==> config.mk <==
export PLATFORM = sky130hd
export DESIGN_NAME = dcache_miss_ctrl
export DESIGN_NICKNAME = d
export VERILOG_FILES = /design/src/rtl/dcache_miss_ctrl_pkg.sv /design/src/rtl/dcache_req_counter.sv /design/src/rtl/dcache_miss_ctrl.sv
export SDC_FILE = /design/constraint.sdc
export NUM_CORES = 1
export LEC_CHECK = 0
export CAP_MARGIN = 15
export CORE_MARGIN = 4
export CORE_UTILIZATION = 43
export DETAILED_ROUTE_END_ITERATION = 10
export PLACE_DENSITY_LB_ADDON = 0.3
export SLEW_MARGIN = 5
export SYNTH_ARGS = -nofsm -noshare
export SYNTH_HDL_FRONTEND = slang
export SYNTH_SLANG_ARGS = --single-unit
==> constraint.sdc <==
create_clock -name i_clk -period 2.21 [get_ports i_clk]
set_input_delay 0.3315 -clock i_clk [delete_from_list [all_inputs] [get_ports i_clk]]
set_output_delay 0.3315 -clock i_clk [all_outputs]
set_load 0.03 [all_outputs]
==> src/rtl/dcache_miss_ctrl_pkg.sv <==
`default_nettype none
// ============================================================================
// dcache_miss_ctrl_pkg : shared state encoding and line-size helper
// Rev 1.0
// ============================================================================
package dcache_miss_ctrl_pkg;

  typedef enum logic [1:0] {
    ST_IDLE   = 2'd0,
    ST_FILL   = 2'd1,
    ST_SINGLE = 2'd2
  } state_e;

  function automatic int unsigned line_words(input int unsigned ls);
    return 32'd1 << ls;
  endfunction

endpackage
`default_nettype wire

==> src/rtl/dcache_req_counter.sv <==
`default_nettype none
// ============================================================================
// dcache_req_counter : LS+1 bit up-counter with clear, last and terminal flags
// Rev 1.0
// ============================================================================
module dcache_req_counter
  import dcache_miss_ctrl_pkg::*;
#(
  parameter int LS = 3
) (
  input  logic        i_clk,
  input  logic        i_reset_n,
  input  logic        i_clr,
  input  logic        i_inc,
  output logic [LS:0] o_count,
  output logic        o_last,
  output logic        o_term
);

  localparam int        W      = LS + 1;
  localparam logic [LS:0] c_full = W'(line_words(LS));
  localparam logic [LS:0] c_last = W'(line_words(LS) - 1);

  logic [LS:0] r_count;

  // Saturates at a full line so a stray increment can never wrap the offset
  always_ff @(posedge i_clk or negedge i_reset_n) begin
    if (!i_reset_n) begin
      r_count <= '0;
    end else if (i_clr) begin
      r_count <= '0;
    end else if (i_inc && (r_count != c_full)) begin
      r_count <= r_count + W'(1);
    end
  end

  assign o_count = r_count;
  assign o_last  = (r_count == c_last);
  assign o_term  = (r_count == c_full);

endmodule
`default_nettype wire

==> src/rtl/dcache_miss_ctrl.sv <==
`default_nettype none
// ============================================================================
// dcache_miss_ctrl : dcache line-fill / single-word bypass Wishbone controller
// Rev 1.0
// ============================================================================
module dcache_miss_ctrl
  import dcache_miss_ctrl_pkg::*;
#(
  parameter int AW = 30,
  parameter int DW = 32,
  parameter int LS = 3
) (
  input  logic            i_clk,
  input  logic            i_reset_n,
  input  logic            i_req,
  input  logic            i_cachable,
  input  logic            i_we,
  input  logic [AW-1:0]   i_addr,
  input  logic [DW-1:0]   i_data,
  input  logic [DW/8-1:0] i_sel,
  output logic            o_busy,
  output logic            o_done,
  output logic            o_err,
  output logic [DW-1:0]   o_rdata,
  output logic            o_fill_we,
  output logic [LS-1:0]   o_fill_addr,
  output logic [DW-1:0]   o_fill_data,
  output logic            o_line_valid,
  output logic            o_wb_cyc,
  output logic            o_wb_stb,
  output logic            o_wb_we,
  output logic [AW-1:0]   o_wb_addr,
  output logic [DW-1:0]   o_wb_data,
  output logic [DW/8-1:0] o_wb_sel,
  input  logic            i_wb_stall,
  input  logic            i_wb_ack,
  input  logic            i_wb_err,
  input  logic [DW-1:0]   i_wb_data
);

  state_e            r_state;
  logic              r_busy;
  logic              r_done;
  logic              r_err;
  logic              r_lv;
  logic              r_cyc;
  logic              r_stb;
  logic              r_we;
  logic [AW-1:0]     r_addr;
  logic [DW-1:0]     r_wdata;
  logic [DW/8-1:0]   r_sel;
  logic [DW-1:0]     r_rdata;
  logic [LS-1:0]     r_off;

  logic              w_in_fill;
  logic              w_clr;
  logic              w_req_acc;
  logic              w_ack;
  logic              w_berr;
  logic [LS:0]       w_req_cnt;
  logic              w_req_last;
  logic              w_req_term;
  logic [LS:0]       w_ack_cnt;
  logic              w_ack_last;
  logic              w_ack_term;

  assign w_in_fill = (r_state == ST_FILL);
  assign w_clr     = (r_state == ST_IDLE);
  // Bus responses only count while a cycle is open
  assign w_req_acc = r_cyc && r_stb && !i_wb_stall;
  assign w_ack     = r_cyc && i_wb_ack && !i_wb_err;
  assign w_berr    = r_cyc && i_wb_err;

  dcache_req_counter #(.LS(LS)) u_req_cnt (
    .i_clk     (i_clk),
    .i_reset_n (i_reset_n),
    .i_clr     (w_clr),
    .i_inc     (w_in_fill && w_req_acc),
    .o_count   (w_req_cnt),
    .o_last    (w_req_last),
    .o_term    (w_req_term)
  );

  dcache_req_counter #(.LS(LS)) u_ack_cnt (
    .i_clk     (i_clk),
    .i_reset_n (i_reset_n),
    .i_clr     (w_clr),
    .i_inc     (w_in_fill && w_ack),
    .o_count   (w_ack_cnt),
    .o_last    (w_ack_last),
    .o_term    (w_ack_term)
  );

  always_ff @(posedge i_clk or negedge i_reset_n) begin
    if (!i_reset_n) begin
      r_state <= ST_IDLE;
      r_busy  <= 1'b0;
      r_done  <= 1'b0;
      r_err   <= 1'b0;
      r_lv    <= 1'b0;
      r_cyc   <= 1'b0;
      r_stb   <= 1'b0;
      r_we    <= 1'b0;
      r_addr  <= '0;
      r_wdata <= '0;
      r_sel   <= '0;
      r_rdata <= '0;
      r_off   <= '0;
    end else begin
      r_done <= 1'b0;
      r_err  <= 1'b0;
      r_lv   <= 1'b0;
      case (r_state)
        ST_IDLE: begin
          if (i_req) begin
            r_busy <= 1'b1;
            r_cyc  <= 1'b1;
            r_stb  <= 1'b1;
            r_off  <= i_addr[LS-1:0];
            if (!i_we && i_cachable) begin
              r_state <= ST_FILL;
              r_addr  <= {i_addr[AW-1:LS], {LS{1'b0}}};
              r_we    <= 1'b0;
              r_wdata <= '0;
              r_sel   <= '1;
            end else begin
              r_state <= ST_SINGLE;
              r_addr  <= i_addr;
              r_we    <= i_we;
              r_wdata <= i_data;
              r_sel   <= i_sel;
            end
          end
        end

        ST_FILL: begin
          if (w_berr) begin
            r_cyc   <= 1'b0;
            r_stb   <= 1'b0;
            r_busy  <= 1'b0;
            r_err   <= 1'b1;
            r_state <= ST_IDLE;
          end else begin
            if (w_req_acc && !w_req_term) begin
              r_addr <= r_addr + AW'(1);
              if (w_req_last) r_stb <= 1'b0;
            end
            if (w_ack && (w_ack_cnt[LS-1:0] == r_off)) r_rdata <= i_wb_data;
            if (w_ack && w_ack_last) begin
              r_cyc   <= 1'b0;
              r_stb   <= 1'b0;
              r_busy  <= 1'b0;
              r_done  <= 1'b1;
              r_lv    <= 1'b1;
              r_state <= ST_IDLE;
            end
          end
        end

        ST_SINGLE: begin
          if (w_berr) begin
            r_cyc   <= 1'b0;
            r_stb   <= 1'b0;
            r_busy  <= 1'b0;
            r_err   <= 1'b1;
            r_state <= ST_IDLE;
          end else begin
            if (w_req_acc) r_stb <= 1'b0;
            // An ack may land in the same cycle the strobe is accepted
            if (w_ack) begin
              r_cyc   <= 1'b0;
              r_stb   <= 1'b0;
              r_busy  <= 1'b0;
              r_done  <= 1'b1;
              r_state <= ST_IDLE;
              if (!r_we) r_rdata <= i_wb_data;
            end
          end
        end

        default: begin
          r_cyc   <= 1'b0;
          r_stb   <= 1'b0;
          r_busy  <= 1'b0;
          r_state <= ST_IDLE;
        end
      endcase
    end
  end

  // Fill writes are a zero-latency passthrough of the bus read data
  assign o_fill_we    = w_in_fill && w_ack && !w_ack_term;
  assign o_fill_addr  = w_ack_cnt[LS-1:0];
  assign o_fill_data  = o_fill_we ? i_wb_data : '0;

  assign o_busy       = r_busy;
  assign o_done       = r_done;
  assign o_err        = r_err;
  assign o_line_valid = r_lv;
  assign o_rdata      = r_rdata;
  assign o_wb_cyc     = r_cyc;
  assign o_wb_stb     = r_stb;
  assign o_wb_we      = r_we;
  assign o_wb_addr    = r_addr;
  assign o_wb_data    = r_wdata;
  assign o_wb_sel     = r_sel;

endmodule
`default_nettype wire

# Word level (Yosys, flattened, before mapping)
# Index checks and enable logic that the tools add are counted.
# word_totals
out_inout_bits,141
input_bits,106
wordCells,116
regBits,117
# op_classes
n_addsub,3
mux,48
eq_ne,21
n_reduce_logical,30
# ops
operator,count
32-bit two-way mux,7
30-bit two-way mux,3
32-bit one-hot mux with 2 select lines,1
30-bit one-hot mux with 2 select lines,1
30-bit by 1-bit adder with 30-bit output (second input constant),1
1-bit two-way mux,20
4-bit two-way mux,5
1-bit logical AND,14
2-bit two-way mux,6
4-bit != test (second input constant),3
2-bit != test (second input constant),5
4-bit by 1-bit adder with 4-bit output (second input constant),2
4-bit by 3-bit equality test with 1-bit output (second input constant),2
4-bit equality test (second input constant),2
4-bit by 1-bit != test with 1-bit output (second input constant),2
4-bit AND reduction,2
2-bit nonzero test,4
1-bit one-hot mux with 3 select lines,2
2-bit one-hot mux with 3 select lines,1
6-bit AND reduction,1
1-bit zero test,5
2-bit by 1-bit != test with 1-bit output (second input constant),2
3-bit equality test,1
3-bit two-way mux,1
9 further kinds,9

# Longest topological paths before layout
# Gate-level depths: netlist of run 1.
# depth
word_depth,7
ltp_mapped,10

# Cells and area by module
# A second synthesis of run 1 with hierarchy kept.
# hier_totals
hier_cells,543
area_unflattened_um2,5753.0
# modules_own_cells
module,area_per_inst_um2,cells_each,n_inst,seq_area_each_um2
dcache_miss_ctrl,5267.6,491,1,2727.6
dcache_req_counter,242.7,26,2,100.1

# Worst setup path before layout of run 1
# Ideal clock, no wire load.
# synth_timing
path_kind,register to output
startpoint,register r_state[1]
endpoint,output port o_fill_data[22]
path_buffers,1
setup_slack_ns,-0.155
path_stages_with_launch,7
t_required_ns,1.879
arrival_ns,2.033
cell_sequence,dfrtp_1 -> inv_1 -> ha_1 -> nand4b_1 -> a31oi_2 -> clkbuf_1 -> and2_1
# synth_via
elab_chain_cells,4
# synth_rtl
element,line_no,text
start: declaration,dcache_miss_ctrl.sv:41,state_e r_state;
start signal: assignment,dcache_miss_ctrl.sv:96,r_state <= ST_IDLE;
start signal: assignment,dcache_miss_ctrl.sv:121,r_state <= ST_FILL;
start signal: assignment,dcache_miss_ctrl.sv:127,r_state <= ST_SINGLE;
2-bit by 1-bit equality test with 1-bit output,dcache_miss_ctrl.sv:67,assign w_in_fill = (r_state == ST_FILL);
1-bit logical AND (2 in series),dcache_miss_ctrl.sv:192,assign o_fill_we = w_in_fill && w_ack && !w_ack_term;
net o_fill_we,dcache_miss_ctrl.sv:25,"output logic o_fill_we,"
32-bit two-way mux,dcache_miss_ctrl.sv:194,assign o_fill_data = o_fill_we ? i_wb_data : '0;
end: declaration,dcache_miss_ctrl.sv:27,"output logic [DW-1:0] o_fill_data,"
# The timed path passes the listed nets, and every way through them passes these cells.

# Final worst setup path of run 1
# layout_timing
startpoint,register r_state[1]
endpoint,output port o_fill_data[21]
# layout_via
elab_chain_cells,4
# layout_rtl
element,line_no
2-bit by 1-bit equality test with 1-bit output,dcache_miss_ctrl.sv:67
1-bit logical AND (2 in series),dcache_miss_ctrl.sv:192
32-bit two-way mux,dcache_miss_ctrl.sv:194
# No other way between the ends.

==> run_results.csv, run 1 <==
group,metric,value,unit
run_status,status,"complete, but fails checks",
run_status,violations,"setup timing",
worst_setup_path,cpPeakStageDelay,0.39,ns
die,io_pins,247,
sta,holdWs,0.431,ns
synthesis,yosysMostFrequentCell,"dfrtp_1",
placement,port_buffers,246,
synthesis,netlist_top_cells_area,"dfrtp_1 50%, mux2_1 5.8%, a22o_1 4.9%",
power,p_leak,3.98,nW
clock_network,cts_tree,"done",
sta,finalCritPeriodShare,104,%
flow_run,drv_cap,0,
grt,grt_overflow,0,
clock_network,cts_buffers,17,
sta,timing.fmax,0.436,GHz
clock_network,insertion_delay,0.42,ns
clock_network,clk_pin_slew,0.05,ns
sta,rsz0062_at_grt,"yes",
detailed_routing,drc_errors,0,
synthesis,synthFlopType,"dfrtp_1",
sta,fin_ws,-0.0813,ns
synthesis,netlist_instances,542,
die,start_util,44.1,%
synthesis,synth_commonest_cells,"117 x dfrtp_1, 43 x nand2_1, 35 x and2_1",
final_layout,fin_util,70.5,%
synthesis,synth-seq-area-share,49.9,%
worst_setup_path,crit_fanout,19,
die,core_area,13300,um^2
final_layout,drive_above_1_share,18.0,%
grt,antenna_found_initial,0,
sta,slew_viol_final,0,
worst_setup_path,cp-start-kind,"flop",
sta,skew,0.0132,ns
die,fp.dieH,125,um
synthesis,yosysUniqueCellTypes,68,
synthesis,yosysTopAreaCellShare,49.9,%
grt,grt_first_pass_wirelength,30400,um
sta,worst_slew_pin_slew,0.490,ns
worst_setup_path,critPathKind,"flop to output port",
detailed_routing,drt_iter0_markers,332,
power,ir_drop,0.818,mV
sta,hold_violations,0,
placement,dp_hpwl,13200,um
sta,fin_crit,2.29,ns
detailed_routing,dr_total_vias,5423,
final_layout,syn_to_final_growth,59.8,%
placement,dpl_worst_slack,-0.0133,ns
placement,place_area,8500,um^2
die,die_x,125,um
sta,setup_viol,32,
min_path,hp-class,"primary input to async pin",
final_layout,nets,912,
synthesis,synth_area,5870,um^2
grt,grt.met3_usage,9.01,%
power,power_density,1490,nW/um^2
sta,tns,-2.27,ns
synthesis,synthArstFlopShare,100,%
synthesis,synth_seq_cells,117,
synthesis,ys_warn_count,0,
sta,maxSlewHeadroom,67.3,%
grt,grt-busiest-layer,"met2",
clock_network,cts_sinks,117,
detailed_routing,detail-route-antenna-nets,0,
clock_network,h-tree-depth,4,
final_layout,stdcell_count,986,
placement,place.gp.congestion,0.831,
detailed_routing,first_pass_iters,4,
grt,grt_usage,24.2,%
worst_setup_path,crit_slowest_cell,"dfrtp_1",
clock_network,ctsLongestPathBuffers,2,
detailed_routing,wl_per_cell,19.1,um
die,num_rows,42,
final_layout,final_cell_area,9380,um^2
grt,use_met2,41.8,%
die,die-area,15600,um^2
synthesis,yosysTopAreaCell,"dfrtp_1",
synthesis,synth_nets,656,
detailed_routing,viasPerCell,5.50,
worst_setup_path,crit_path_end_kind,"output port",
grt,grt_pass1_vias,5859,
power,power,14.0,mW
detailed_routing,totalWireLength,18800,um
grt,grt_util_met1,27.6,%
worst_setup_path,cp.required,1.88,ns
worst_setup_path,crit_path_cell_trace,"inv_2, ha_4, nand4b_1, a31oi_4, buf_12, and2_4, buf_6",
synthesis,syn_avg_cell_area,10.8,um^2
placement,dp.cells,946,
worst_setup_path,crit_arrival,1.96,ns
grt,grt_max_degree,62,
final_layout,antenna_cells,0,
clock_network,cts_root_buffer,"clkbuf_16",
synthesis,synth_edf_count,0,
## critical path, delay by kind of cell (launching register included)
family	cells	cell delay (ns)
buf+inv	3	0.39
flops	1	0.39
fa+ha+maj	1	0.13
compound gates	1	0.27
simple gates	2	0.34
## registers in the layout, indices dropped and copies added, names as in the netlist
register	cells
o_done	1
u_req_cnt.o_count	4
r_state	2
o_wb_sel	4
o_err	1
o_wb_stb	1
o_rdata	32
r_off	3
o_wb_cyc	1
o_wb_data	32
o_wb_we	1
o_line_valid	1
o_wb_addr	30
u_ack_cnt.o_count	4
## placed cells by master (no fill, tap or decap), drive strengths merged, types with 4 or more instances in the layout
master	count
a21oi	34
a22o	33
a2bb2oi	8
a31oi	5
and2	35
and3	6
and4	7
buf	65
clkbuf	19
clkdlybuf4s50	212
clkinvlp	5
dfrtp	117
ha	8
inv	15
mux2	32
mux2i	7
nand2	43
nand2b	4
nand3	23
nand4	7
nor2	21
nor3	4
nor4	6
o21ai	20
o22a	11
o22ai	10
o31ai	5
xor2	7
## kinds of logic (layout without fill, tap and decap cells)
logic type | Yosys count | count (layout) | share of synthesized area [%]
buffers and inverters | 54 | 322 | 4.95
adder cells (fa/ha/maj) | 8 | 8 | 1.71
XOR/XNOR | 10 | 10 | 1.49
flip-flops | 117 | 117 | 49.9
AO/OA/AOI/OAI | 144 | 144 | 17.4
AND/OR/NAND/NOR | 170 | 170 | 17.2
multiplexers | 39 | 39 | 7.33
## layer usage
layer / vias to the layer above / wire [um]
met5: - / 0
met3: 31 / 1560
li1: 2491 / -
met1: 2664 / 7180
met4: 0 / 370
met2: 237 / 9730
## layout make-up
class	instances	area, um^2
Clock inverter	12	155
Fill cell	955	3920
Clock buffer	19	433
Multi-Input combinational cell	371	2760
Sequential cell	117	2930
Inverter	13	48.8
Tap cell	176	220
Timing Repair Buffer	278	2840
## final timing paths
path                                                  start                   endpoint  slack (ns)  depth (start not counted)
min reg2reg                         o_rdata[31]$_DFFE_PN0P_    o_rdata[31]$_DFFE_PN0P_        0.49                          1
min in group i_clk                                     i_we        o_wb_we$_DFFE_PN0P_        0.46                          3
max in group asynchronous                         i_reset_n  o_wb_addr[19]$_DFFE_PN0P_        1.06                          3
max                                  r_state[1]$_DFFE_PN0P_            o_fill_data[21]       -0.08                          7
min                                               i_reset_n    o_rdata[11]$_DFFE_PN0P_        0.43                          2
max reg2reg                u_req_cnt.o_count[0]$_DFFE_PN0P_  o_wb_addr[25]$_DFFE_PN0P_        0.15                          7
## power breakdown
part	internal [mW]	switching, mW	total, mW
registers	3.09	0.823	3.92
logic	3.19	4.10	7.29
clock network	1.77	1.01	2.78
total	8.05	5.94	14.0
## what timing repair did
action                     4_1_cts  5_1_grt
pin swaps                        3        5
hold buffers                     1        0
gates resized for setup         53       16
setup endpoints to repair       33       34
buffers inserted                 8        1
hold endpoints to repair        29        0
cloned                           1        0
No activity file was read; power rests on OpenSTA's default activity.
==> run 2, diff against run 1 <==
--- a/config.mk
+++ b/config.mk
@@ -6,10 +6,12 @@
 export NUM_CORES = 1
 export LEC_CHECK = 0
 export CAP_MARGIN = 15
+export CORE_ASPECT_RATIO = 1.25
 export CORE_MARGIN = 4
 export CORE_UTILIZATION = 43
 export DETAILED_ROUTE_END_ITERATION = 10
 export PLACE_DENSITY_LB_ADDON = 0.3
+export SETUP_SLACK_MARGIN = 0.1
 export SLEW_MARGIN = 5
 export SYNTH_ARGS = -nofsm -noshare
 export SYNTH_HDL_FRONTEND = slang
==> constraint.sdc (replaced) <==
create_clock -name i_clk -period 2.21 [get_ports i_clk]
set_input_delay 0.3315 -clock i_clk [delete_from_list [all_inputs] [get_ports i_clk]]
set_output_delay 0.3315 -clock i_clk [all_outputs]
set_load 0.005 [all_outputs]
==> run 2 against run 1 <==
Against the previous run: the run ends with hold timing, setup timing left; global-route usage fell by 0.76 points; cell area rose by 1.4%; register-to-register slack got worse by 0.13 ns; critical endpoint is now o_fill_data[20]; sequential share of layout area fell by 0.43 points; maximum frequency fell by 4.3%; die area barely moved; setup slack got worse by 0.10 ns; highest routed layer unchanged; final cell count rose by 0.41%; non-clock buffer count rose by 9; clock skew barely moved; core utilization rose by 1.0 points; routed wire length rose by 1.8%.
==> run_results.csv, run 2 (synthesis gave the netlist of run 1 again) <==
group,metric,value,unit
run_status,status,"complete, but fails checks",
run_status,violations,"hold timing, setup timing",
detailed_routing,wl_per_cell,19.4,um
worst_setup_path,critPathKind,"flop to output port",
clock_network,cts_tree,"done",
sta,fin_ws,-0.184,ns
detailed_routing,detail-route-antenna-nets,0,
worst_setup_path,cp.required,1.88,ns
sta,tns,-5.29,ns
final_layout,antenna_cells,0,
clock_network,clk_pin_slew,0.06,ns
detailed_routing,drc_errors,0,
clock_network,ctsLongestPathBuffers,2,
min_path,hp-class,"primary input to async pin",
sta,slew_viol_final,0,
worst_setup_path,r2r_cells,9,
grt,grt_usage,23.5,%
sta,hold_violations,11,
sta,maxSlewHeadroom,55.2,%
worst_setup_path,crit_path_end_kind,"output port",
detailed_routing,drt_iter0_markers,307,
die,die_x,112,um
final_layout,syn_to_final_growth,62.0,%
clock_network,cts_buffers,17,
detailed_routing,viasPerCell,5.49,
sta,skew,0.0128,ns
placement,dp_hpwl,13200,um
worst_setup_path,crit_arrival,2.06,ns
grt,grt_pass1_vias,5682,
sta,holdWs,-0.0339,ns
final_layout,nets,921,
worst_setup_path,r2r_slack,0.02,ns
sta,finalCritPeriodShare,108,%
power,power_density,1280,nW/um^2
sta,fin_crit,2.39,ns
grt,antenna_found_initial,0,
clock_network,cts_sinks,117,
grt,grt_first_pass_wirelength,29500,um
final_layout,final_cell_area,9510,um^2
die,start_util,44.2,%
worst_setup_path,crit_fanout,8,
die,num_rows,47,
power,power,12.2,mW
detailed_routing,dr_total_vias,5437,
placement,port_buffers,246,
sta,worst_slew_pin_slew,0.672,ns
clock_network,h-tree-depth,4,
flow_run,drv_cap,0,
final_layout,fin_util,71.5,%
clock_network,hold_buffers,0,
grt,grt_overflow,0,
clock_network,cts_root_buffer,"clkbuf_16",
placement,place_area,8580,um^2
final_layout,fillCellCount,964,
final_layout,final_cell_mix,"212 x clkdlybuf4s50_1, 117 x dfrtp_1, 43 x nand2_1",
worst_setup_path,r2r-end,"o_wb_addr[3]$_DFFE_PN0P_",
die,die-area,15600,um^2
detailed_routing,totalWireLength,19200,um
final_layout,drive_above_1_share,19.4,%
placement,place.gp.congestion,0.833,
power,ir_drop,0.629,mV
worst_setup_path,cp-start-kind,"flop",
die,core_area,13300,um^2
sta,timing.fmax,0.418,GHz
final_layout,final_common_cell,"clkdlybuf4s50_1",
worst_setup_path,r2r-start,"r_state[1]$_DFFE_PN0P_",
clock_network,insertion_delay,0.41,ns
power,p_leak,4.06,nW
sta,setup_viol,33,
die,fp.dieH,139,um
detailed_routing,first_pass_iters,6,
sta,rsz0062_at_grt,"yes",
grt,grt_max_degree,118,
die,io_pins,247,
-- run 2: worst max path at each step --
stage | startpoint | endpoint | cells after the start
5_1_grt | r_state[1]$_DFFE_PN0P_ | o_fill_data[14] | 9
3_3_place_gp | i_wb_err | o_fill_data[29] | 6
3_5_place_dp | i_wb_err | o_fill_data[15] | 6
2_1_floorplan | r_state[1]$_DFFE_PN0P_ | o_fill_data[22] | 6
4_1_cts | r_state[1]$_DFFE_PN0P_ | o_fill_data[1] | 9
6_report | r_state[1]$_DFFE_PN0P_ | o_fill_data[20] | 9
-- run 2: what timing repair did --
item / 4_1_cts / 5_1_grt
gates cloned: 3 / 2
endpoints found under the setup margin: 59 / 64
gates resized for setup: 135 / 71
setup buffers: 6 / 6
pin swaps: 6 / 21
-- run 2: critical path, cell delays in order (launching register included) --
cell       delay (ns)
dfrtp_1          0.39
inv_2            0.09
ha_4             0.14
nand4b_1         0.17
a31oi_4          0.24
buf_6            0.12
buf_6            0.12
clkbuf_16        0.15
and2_4           0.15
buf_6            0.09
-- run 2: final cells by class --
class	count	area, um^2	share of cell area, %
Timing Repair Buffer	287	2990	31.4
Multi-Input combinational cell	371	2770	29.1
Clock buffer	21	450	4.74
Inverter	13	48.8	0.513
Sequential cell	117	2930	30.8
Clock inverter	10	108	1.13
Tap cell	171	214	2.25
-- run 2: report_power, final --
group	internal [mW]	leakage, nW	switching (mW)
Combinational	3.21	2.36	2.40
Sequential	3.09	1.43	0.805
Clock	1.67	0.268	0.970
Total	7.97	4.06	4.18
-- run 2: through the flow --
stage | instances | worst slack [ns] | hold slack [ns]
5_1_grt | 990 | -0.233 | 0.0423
3_3_place_gp | 942 | -0.157 | 0.471
2_1_floorplan | 542 | 0.249 | 0.0359
3_5_place_dp | 942 | -0.183 | 0.478
4_1_cts | 982 | -0.195 | 0.0352
6_report | 990 | -0.184 | -0.0339
-- run 2: metal layers --
layer | global-route usage [%] | part of all wire, %
met3 | 8.38 | 8.4
met1 | 25.5 | 36
met2 | 42.3 | 53
met4 | 7.53 | 2.3
met5 | 0 | 0
==> run 3, diff against run 2 <==
--- a/config.mk
+++ b/config.mk
@@ -15,4 +15,5 @@
 export SLEW_MARGIN = 5
 export SYNTH_ARGS = -nofsm -noshare
 export SYNTH_HDL_FRONTEND = slang
+export SYNTH_HIERARCHICAL = 1
 export SYNTH_SLANG_ARGS = --single-unit
==> run 3 against run 2 <==
Against the previous run: the flow finishes with violations (setup timing); combinational power decreased by 4.8%; total power decreased by 0.22%; largest power group unchanged; first-iteration DRC count increased by 6.5%; sequential share of layout area fell by 0.98 points; hold slack gained 0.39 ns; final cell count increased by 3.6%.
==> run_results.csv, run 3 <==
group,metric,value,unit
run_status,status,"complete, but fails checks",
run_status,violations,"setup timing",
synthesis,netlist_top_cells_area,"dfrtp_1 51%, mux2_1 6.3%, a22o_1 4.9%",
detailed_routing,wl_per_cell,19.3,um
worst_setup_path,cp.required,1.88,ns
sta,finalCritPeriodShare,105,%
grt,grt_usage,24.2,%
placement,place.gp.congestion,0.832,
grt,grt_first_pass_wirelength,29500,um
worst_setup_path,crit_arrival,1.99,ns
final_layout,nets,956,
placement,dpl_worst_slack,-0.240,ns
min_path,hp-class,"primary input to async pin",
sta,worst_slew_pin_slew,0.436,ns
synthesis,synthFlopType,"dfrtp_1",
sta,setup_viol,33,
final_layout,seq_area,2930,um^2
power,ir_drop,0.613,mV
synthesis,synth_area,5750,um^2
clock_network,cts_buffers,17,
sta,slew_viol_final,0,
final_layout,syn_to_final_growth,70.7,%
clock_network,cts_root_buffer,"clkbuf_16",
grt,grt_overflow,0,
power,power,12.1,mW
die,num_rows,47,
final_layout,drive_above_1_share,22.6,%
die,io_pins,247,
worst_setup_path,crit_fanout,8,
sta,fin_ws,-0.111,ns
die,core_area,13200,um^2
die,die_x,111,um
placement,place_area,8710,um^2
sta,hold_violations,0,
final_layout,final_cell_area,9820,um^2
power,p_leak,4.20,nW
final_layout,final_cell_mix,"212 x clkdlybuf4s50_1, 117 x dfrtp_1, 52 x nand2_1",
detailed_routing,first_pass_iters,5,
clock_network,h-tree-depth,4,
die,die-area,15300,um^2
clock_network,clk_pin_slew,0.06,ns
final_layout,final_common_cell,"clkdlybuf4s50_1",
synthesis,synth_commonest_cells,"117 x dfrtp_1, 52 x nand2_1, 37 x and2_1",
sta,maxSlewHeadroom,70.9,%
worst_setup_path,critPathKind,"flop to output port",
clock_network,cts_sinks,117,
detailed_routing,viasPerCell,5.59,
placement,port_buffers,246,
synthesis,syn_avg_cell_area,10.6,um^2
synthesis,yosysMostFrequentCell,"dfrtp_1",
synthesis,synth_nets,657,
detailed_routing,totalWireLength,19800,um
synthesis,yosysTopAreaCellShare,50.9,%
worst_setup_path,crit_path_end_kind,"output port",
synthesis,yosysTopAreaCell,"dfrtp_1",
detailed_routing,drc_errors,0,
flow_run,drv_cap,0,
placement,dp_hpwl,13000,um
clock_network,cts_tree,"done",
sta,fin_crit,2.32,ns
power,power_density,1230,nW/um^2
sta,skew,0.0108,ns
detailed_routing,drt_iter0_markers,327,
worst_setup_path,cp-start-kind,"flop",
sta,rsz0062_at_grt,"yes",
synthesis,synth_edf_count,0,
synthesis,synth_seq_cells,117,
grt,grt_max_degree,85,
detailed_routing,detail-route-antenna-nets,0,
synthesis,netlist_instances,543,
synthesis,synth-seq-area-share,50.9,%
detailed_routing,dr_total_vias,5737,
die,fp.dieH,137,um
synthesis,ys_warn_count,6,
grt,grt_pass1_vias,5933,
grt,antenna_found_initial,0,
sta,timing.fmax,0.431,GHz
clock_network,insertion_delay,0.42,ns
synthesis,synthArstFlopShare,100,%
final_layout,fillCellCount,887,
synthesis,yosysUniqueCellTypes,54,
final_layout,antenna_cells,0,
clock_network,ctsLongestPathBuffers,2,
die,start_util,43.7,%
final_layout,multi_input_area,2850,um^2
run 3: cell types whose count changed in the layout (fill, tap and decap cells not counted), sizes merged, moves of 4 or more:
cell / previous run / this run
nor2: 21 / 28
nand4: 7 / 18
nand2: 43 / 54
o21ai: 20 / 15
buf: 73 / 94
a2bb2oi: 8 / 12
a22oi: 1 / 6
and4: 7 / 3
mux2i: 7 / 2
nor4: 6 / 2
run 3: stage by stage:
| step | hold slack (ns) | std cells | util [%] | setup TNS (ns) |
|---|---|---|---|---|
| floorplan | 0.0359 | 543 | - | 0 |
| CTS | 0.357 | 1017 | 72.1 | -1.14 |
| global placement | 0.240 | 968 | 66.1 | -5.20 |
| detailed placement | 0.247 | 968 | 66.1 | -6.76 |
| global route | 0.374 | 1026 | 74.6 | -3.62 |
| finish | 0.359 | 1026 | 74.6 | -1.78 |
run 3: path summary, 6_finish.rpt:
path / from / end / slack [ns] / cells after the start
worst max-delay path: r_state[1]$_DFFE_PN0P_ / o_fill_data[3] / -0.11 / 9
worst min-delay path: i_reset_n / o_rdata[18]$_DFFE_PN0P_ / 0.36 / 2
worst max register to register: r_state[1]$_DFFE_PN0P_ / o_rdata[10]$_DFFE_PN0P_ / 0.16 / 8
worst min register to register: o_rdata[14]$_DFFE_PN0P_ / o_rdata[14]$_DFFE_PN0P_ / 0.49 / 1
max in group asynchronous: i_reset_n / o_wb_data[31]$_DFFE_PN0P_ / 1.10 / 3
min in group i_clk: o_rdata[14]$_DFFE_PN0P_ / o_rdata[14]$_DFFE_PN0P_ / 0.49 / 1
run 3: layout make-up:
class	instances	share of cell area, %
timing repair buffer	310	32.3
sequential	117	29.8
multi-input combinational	384	29.0
clock buffer	21	4.69
tap	171	2.18
clock inverter	11	1.53
inverter	12	0.459
run 3: power breakdown:
| part | total, mW | switching, mW | internal, mW |
|---|---|---|---|
| logic | 5.34 | 2.13 | 3.20 |
| registers | 3.96 | 0.842 | 3.12 |
| clock network | 2.83 | 0.996 | 1.83 |
run 3: critical path, stage by stage (launching register included):
cell and delay (ns):
dfrtp_1 0.39, inv_2 0.09, ha_4 0.13, and3_4 0.17, nor2b_4 0.22, buf_6 0.13
buf_6 0.10, buf_16 0.12, and2_4 0.14, buf_6 0.09
run 3: logic make-up after synthesis:
family                     share of synthesized area [%]
AOI/OAI and AO/OA                                   17.1
and+or+nand+nor                                     19.1
buffers and inverters                               3.07
muxes                                               7.33
xor gates and xnor gates                           0.761
DFF                                                 50.9
adders and majority gates                           1.74
run 3: layer usage:
layer  GRT usage (%)  vias to the layer above  share of wire (%)
li1                -                     2594                  -
met1            26.0                     2802                 37
met2            43.9                      295                 53
met3            8.00                       46                7.5
met4            9.74                        0                2.6
met5               0                        -                  0
run 3: repair_timing:
action	CTS	global route
endpoints found under the hold margin	19	0
resized for setup	154	65
hold buffers	1	0
endpoints found under the setup margin	33	96
pin swaps	2	22
setup buffers	14	7
gates cloned	2	2
==> RTL change 1: new RTL, settings of run 3 <==
Reset style: synchronous (`i_reset_n`), changed in 2 clocked blocks.
--- a/src/rtl/dcache_req_counter.sv
+++ b/src/rtl/dcache_req_counter.sv
@@ -24,7 +24,7 @@
   logic [LS:0] r_count;
 
   // Saturates at a full line so a stray increment can never wrap the offset
-  always_ff @(posedge i_clk or negedge i_reset_n) begin
+  always_ff @(posedge i_clk) begin
     if (!i_reset_n) begin
       r_count <= '0;
     end else if (i_clr) begin
--- a/src/rtl/dcache_miss_ctrl.sv
+++ b/src/rtl/dcache_miss_ctrl.sv
@@ -91,7 +91,7 @@
     .o_term    (w_ack_term)
   );
 
-  always_ff @(posedge i_clk or negedge i_reset_n) begin
+  always_ff @(posedge i_clk) begin
     if (!i_reset_n) begin
       r_state <= ST_IDLE;
       r_busy  <= 1'b0;
Formal check against the unedited RTL: differs if i_reset_n is asserted again (counterexample within 4 cycles, from zero or initial values and one cycle with i_reset_n low); with i_reset_n held inactive, the same outputs for 4 cycles.
==> RTL change 1 against run 3 <==
Fmax increased by 4.7%. Synthesized area fell by 2.5%. Design area fell by 3.6%. Worst setup slack better by 0.10 ns. Clock skew is 0.0035 ns lower. Sequential cell count is the same. Routed wire length up 0.25%. Register-to-register slack better by 0.06 ns. Critical path depth increased by 1. The flow still finishes with violations (negative setup slack). Global-route usage rose by 0.88 points.
Power is not compared: it rests on default switching activity, and its combinational part moved more than twofold at a synthesized area within 25%.
==> RTL change 1: results (changes against run 3) <==
[finish]
layout-drive-gt1-share_pct = 19.6  ; -3.0 points

[synth]
synthTopCellsByArea = dfxtp_1, nand2_1, a22oi_1, o21ai_0, nand3_1
synthArstFlopShare_pct = 0  ; -100 points
seq_area_frac_synth_pct = 41.7  ; -9.1 points
synthCells = 695  ; +28%
synth.distinct_cells = 56  ; +3.7%
yosys-top-cells-count = dfxtp_1, nand2_1, nor2_1, o21ai_0, nand3_1

[sta]
setup_tns_ns = -0.00669  ; +1.78 ns
layout_setup_ws_ns = -0.00669  ; +0.104 ns
finalSetupViolCount = 1  ; -97%
relSlewSlack_pct = 66.0  ; -4.9 points

[routing]
wl_per_cell_um = 17.1  ; -11%
vias = 6339  ; +10%
drt_first_iter_violations = 290  ; -11%

[critical_path]
reg2reg_depth = 9  ; +1
cp.arrival_ns = 1.89  ; -0.10 ns
worstPathMaxFanout = 4  ; -4
slowest_delay_ns = 0.35  ; -0.04 ns
cpMaxStageDelayCell = dfxtp_2

[grt]
grt_max_degree = 68  ; -20%
grt_pass1_vias = 6013  ; +1.3%
grt_pass1_wl_um = 30000  ; +1.5%

[outcome]
violations = negative setup slack
run_status = finished with violations

[min_path]
hold_class = primary input to flip-flop

[placed_design]
dp_hpwl_um = 13500  ; +3.9%
placed_cells = 1105  ; +14%

## RTL change 1: cell count changes after synthesis, moves of 8 or more
cell,run 3,this run
dfrtp_1,117,0
and3_1,5,14
clkbuf_1,17,40
o22a_1,11,0
a2bb2oi_1,12,0
a22oi_1,6,37
a22o_1,32,0
nor3_1,3,11
nand3_1,21,54
nor2_1,27,55
o21ai_0,9,55
nand2_1,52,81
dfxtp_1,0,117
mux2_1,32,0
## RTL change 1: final timing paths
kind	startpoint	endpoint	slack, ns
worst max-delay path	u_ack_cnt/o_count[1]	o_fill_data[9]	-0.007
worst min-delay path	i_reset_n	o_wb_addr[26]	0.39
worst max register to register	u_req_cnt/o_count[0]	o_wb_addr[0]	0.22
worst min register to register	o_rdata[28]	o_rdata[28]	0.47
## RTL change 1: final cells by class
cell class,count,area (um^2)
fill,953,3250
multi-input combinational,511,3180
timing repair buffer,311,3040
inverter,18,72.6
clock buffer,17,425
tap,168,210
clock inverter,15,193
sequential,117,2350
## RTL change 1: routing by layer
metal / track usage, % / wire length [um]
met3: 7.25 / 1410
met4: 5.82 / 207
met1: 30.6 / 7910
met5: 0 / 0
met2: 43.1 / 10300
## RTL change 1: worst reg2reg max path, stage by stage (launching register included)
cell      delay (ns)
dfxtp_1         0.33
inv_1           0.06
ha_1            0.22
nand3b_4        0.10
inv_2           0.05
and4bb_4        0.37
a31oi_4         0.15
buf_4           0.19
or3_1           0.31
a31oi_1         0.15
## RTL change 1: timing repair
action                     4_1_cts  5_1_grt
setup endpoints to repair       36       50
buffers inserted                 9        7
hold buffers                     0        0
resized for setup              168       59
gates cloned                     4        0
hold endpoints to repair         0        0
pin swaps                       13       16
## RTL change 1: cells by family after synthesis
| family | after synthesis | synth area share (%) |
|---|---|---|
| flip-flops | 117 | 41.7 |
| buffers and inverters | 67 | 4.77 |
| AND/OR/NAND/NOR | 314 | 29.8 |
| XOR/XNOR | 5 | 0.781 |
| AO/OA/AOI/OAI | 177 | 19.8 |
| adder cells (fa/ha/maj) | 8 | 1.78 |
| multiplexers | 7 | 1.25 |
## RTL change 1: report_power, final
part	total, mW	internal, mW	switching (mW)	leakage, nW
Sequential	2.38	2.25	0.130	0.957
Clock	2.87	1.80	1.07	0.289
Combinational	1.21	0.664	0.544	2.42
==> RTL change 2: new RTL, config.mk and constraints of run 3 <==
Made on the original files. Change the parameter `DW` from 32 to 24.
--- a/src/rtl/dcache_miss_ctrl.sv
+++ b/src/rtl/dcache_miss_ctrl.sv
@@ -7,7 +7,7 @@
   import dcache_miss_ctrl_pkg::*;
 #(
   parameter int AW = 30,
-  parameter int DW = 32,
+  parameter int DW = 24,
   parameter int LS = 3
 ) (
   input  logic            i_clk,
Interface: changed (7 resized); port bits go from 247 to 205. No check against the original RTL was run, so the function may have changed too.
==> RTL change 2 against run 3 <==
The flow still finishes with violations (negative setup slack). Fmax rose by 3.1%. Design area fell by 16%. Sequential cell count fell by 17. Non-clock buffer count fell by 37. Total power fell by 22%. Routed wire length fell by 11%. Worst setup slack improved by 0.069 ns. Synthesized area fell by 12%. Sequential share of layout area rose by 0.49 points. Global-route usage rose by 0.26 points. Clock power fell by 48%. Synthesized cell count fell by 6.3%. Largest power group unchanged.
==> RTL change 2: results (changes against run 3) <==
[cts]
h-tree-depth = 3  ; -1
cts_setup_buffers = 12  ; -2
cts_made_buffers = 9  ; -8
cts_resized = 152  ; -1.3%
cts_sinks = 100  ; -15%
insertion_delay_ns = 0.34  ; -0.08 ns

[sta]
relSlewSlack_pct = 69.0  ; -2.0 points
setup_tns_ns = -0.147  ; +1.64 ns
worst_clock_skew_ns = 0.00841  ; -0.00239 ns
finalSetupViolCount = 5  ; -85%
layout_setup_ws_ns = -0.0418  ; +0.0690 ns

[power_and_ir_drop]
pwr.group.clock_mw = 1.47  ; -48%
ir_worst_vdd_mv = 0.699  ; +14%
pwr-share-clk_pct = 15.6  ; -7.7 points

[placed_design]
place.gp.congestion = 0.858  ; +3.2%
placed_cells = 862  ; -11%
dp_slack_ns = -0.106  ; +0.135 ns
place_area_um2 = 7520  ; -14%
io_buffer_count = 204  ; -17%

[routing]
route.met2.wl_um = 9110  ; -13%
m1WireLength_um = 6580  ; -10%
first_pass_iters = 4  ; -1
drt_first_iter_violations = 256  ; -22%
vias = 5132  ; -11%
wl_met3_um = 1570  ; +6.0%

[synth]
synthCells = 509  ; -6.3%
synthTopCellsByArea = dfrtp_1, mux2_2, a21oi_1, a22o_1, nand2_1
syn-num-nets = 606  ; -7.8%
ys.flop_type = dfrtp_1
yosys-top-cells-count = dfrtp_1, nand2_1, a21oi_1

[finish]
seq_area_share_pct = 30.3  ; +0.49 points
nClkBuffers = 11  ; -48%
multi_input_gates = 366  ; -4.7%
multi_input_area_um2 = 2560  ; -10%
largest_reg_flops = 30
nonClkBufAreaFrac_pct = 32.8  ; +0.53 points
nFillCells = 864  ; -2.6%
clockNetworkAreaShare_pct = 3.26  ; -3.0 points

[grt]
grt_pass1_wl_um = 26400  ; -11%
use_met2_pct = 44.5  ; +0.60 points
grt_max_degree = 41  ; -52%
use_met3_pct = 7.97  ; -0.024 points
gr-usage-met1_pct = 27.0  ; +0.95 points
gr-usage-all-layers_pct = 24.4  ; +0.26 points

[die]
rows = 44  ; -6.4%

[outcome]
violations = negative setup slack
run_status = finished with violations

[critical_path]
r2r_slack_ns = 0.19  ; +0.03 ns
r2r_start = r_state[1]
r2r_end = o_wb_addr[23]
crit_end = o_fill_data[4]

## RTL change 2: cell types whose count changed in the layout (fill, tap and decap cells not counted), sizes merged, moves of 9 or more
cell,run 3,this run
a21oi,33,47
mux2,35,26
a2bb2oi,12,1
clkdlybuf4s50,212,178
dfrtp,117,100
clkbuf,23,11
## RTL change 2: worst min path at each step
stage          slack (ns)            end  cells after the start
3_5_place_dp         0.31  o_wb_addr[15]                      1
3_3_place_gp         0.31  o_wb_addr[15]                      1
4_1_cts              0.48  o_wb_addr[12]                      2
2_1_floorplan        0.04         o_done                      0
5_1_grt              0.52  o_wb_addr[15]                      2
6_report             0.48  o_wb_addr[15]                      2
## RTL change 2: logic make-up (layout without fill, tap and decap cells)
logic type                 after synthesis  after routing  share of synthesized area [%]
and+or+nand+nor                        187            187                           19.7
AOI/OAI and AO/OA                      134            134                           17.5
DFF                                    100            100                           49.5
buffers and inverters                   43            300                           3.39
muxes                                   31             31                           6.93
adders and majority gates                8              8                           1.98
xor gates and xnor gates                 6              6                           1.04
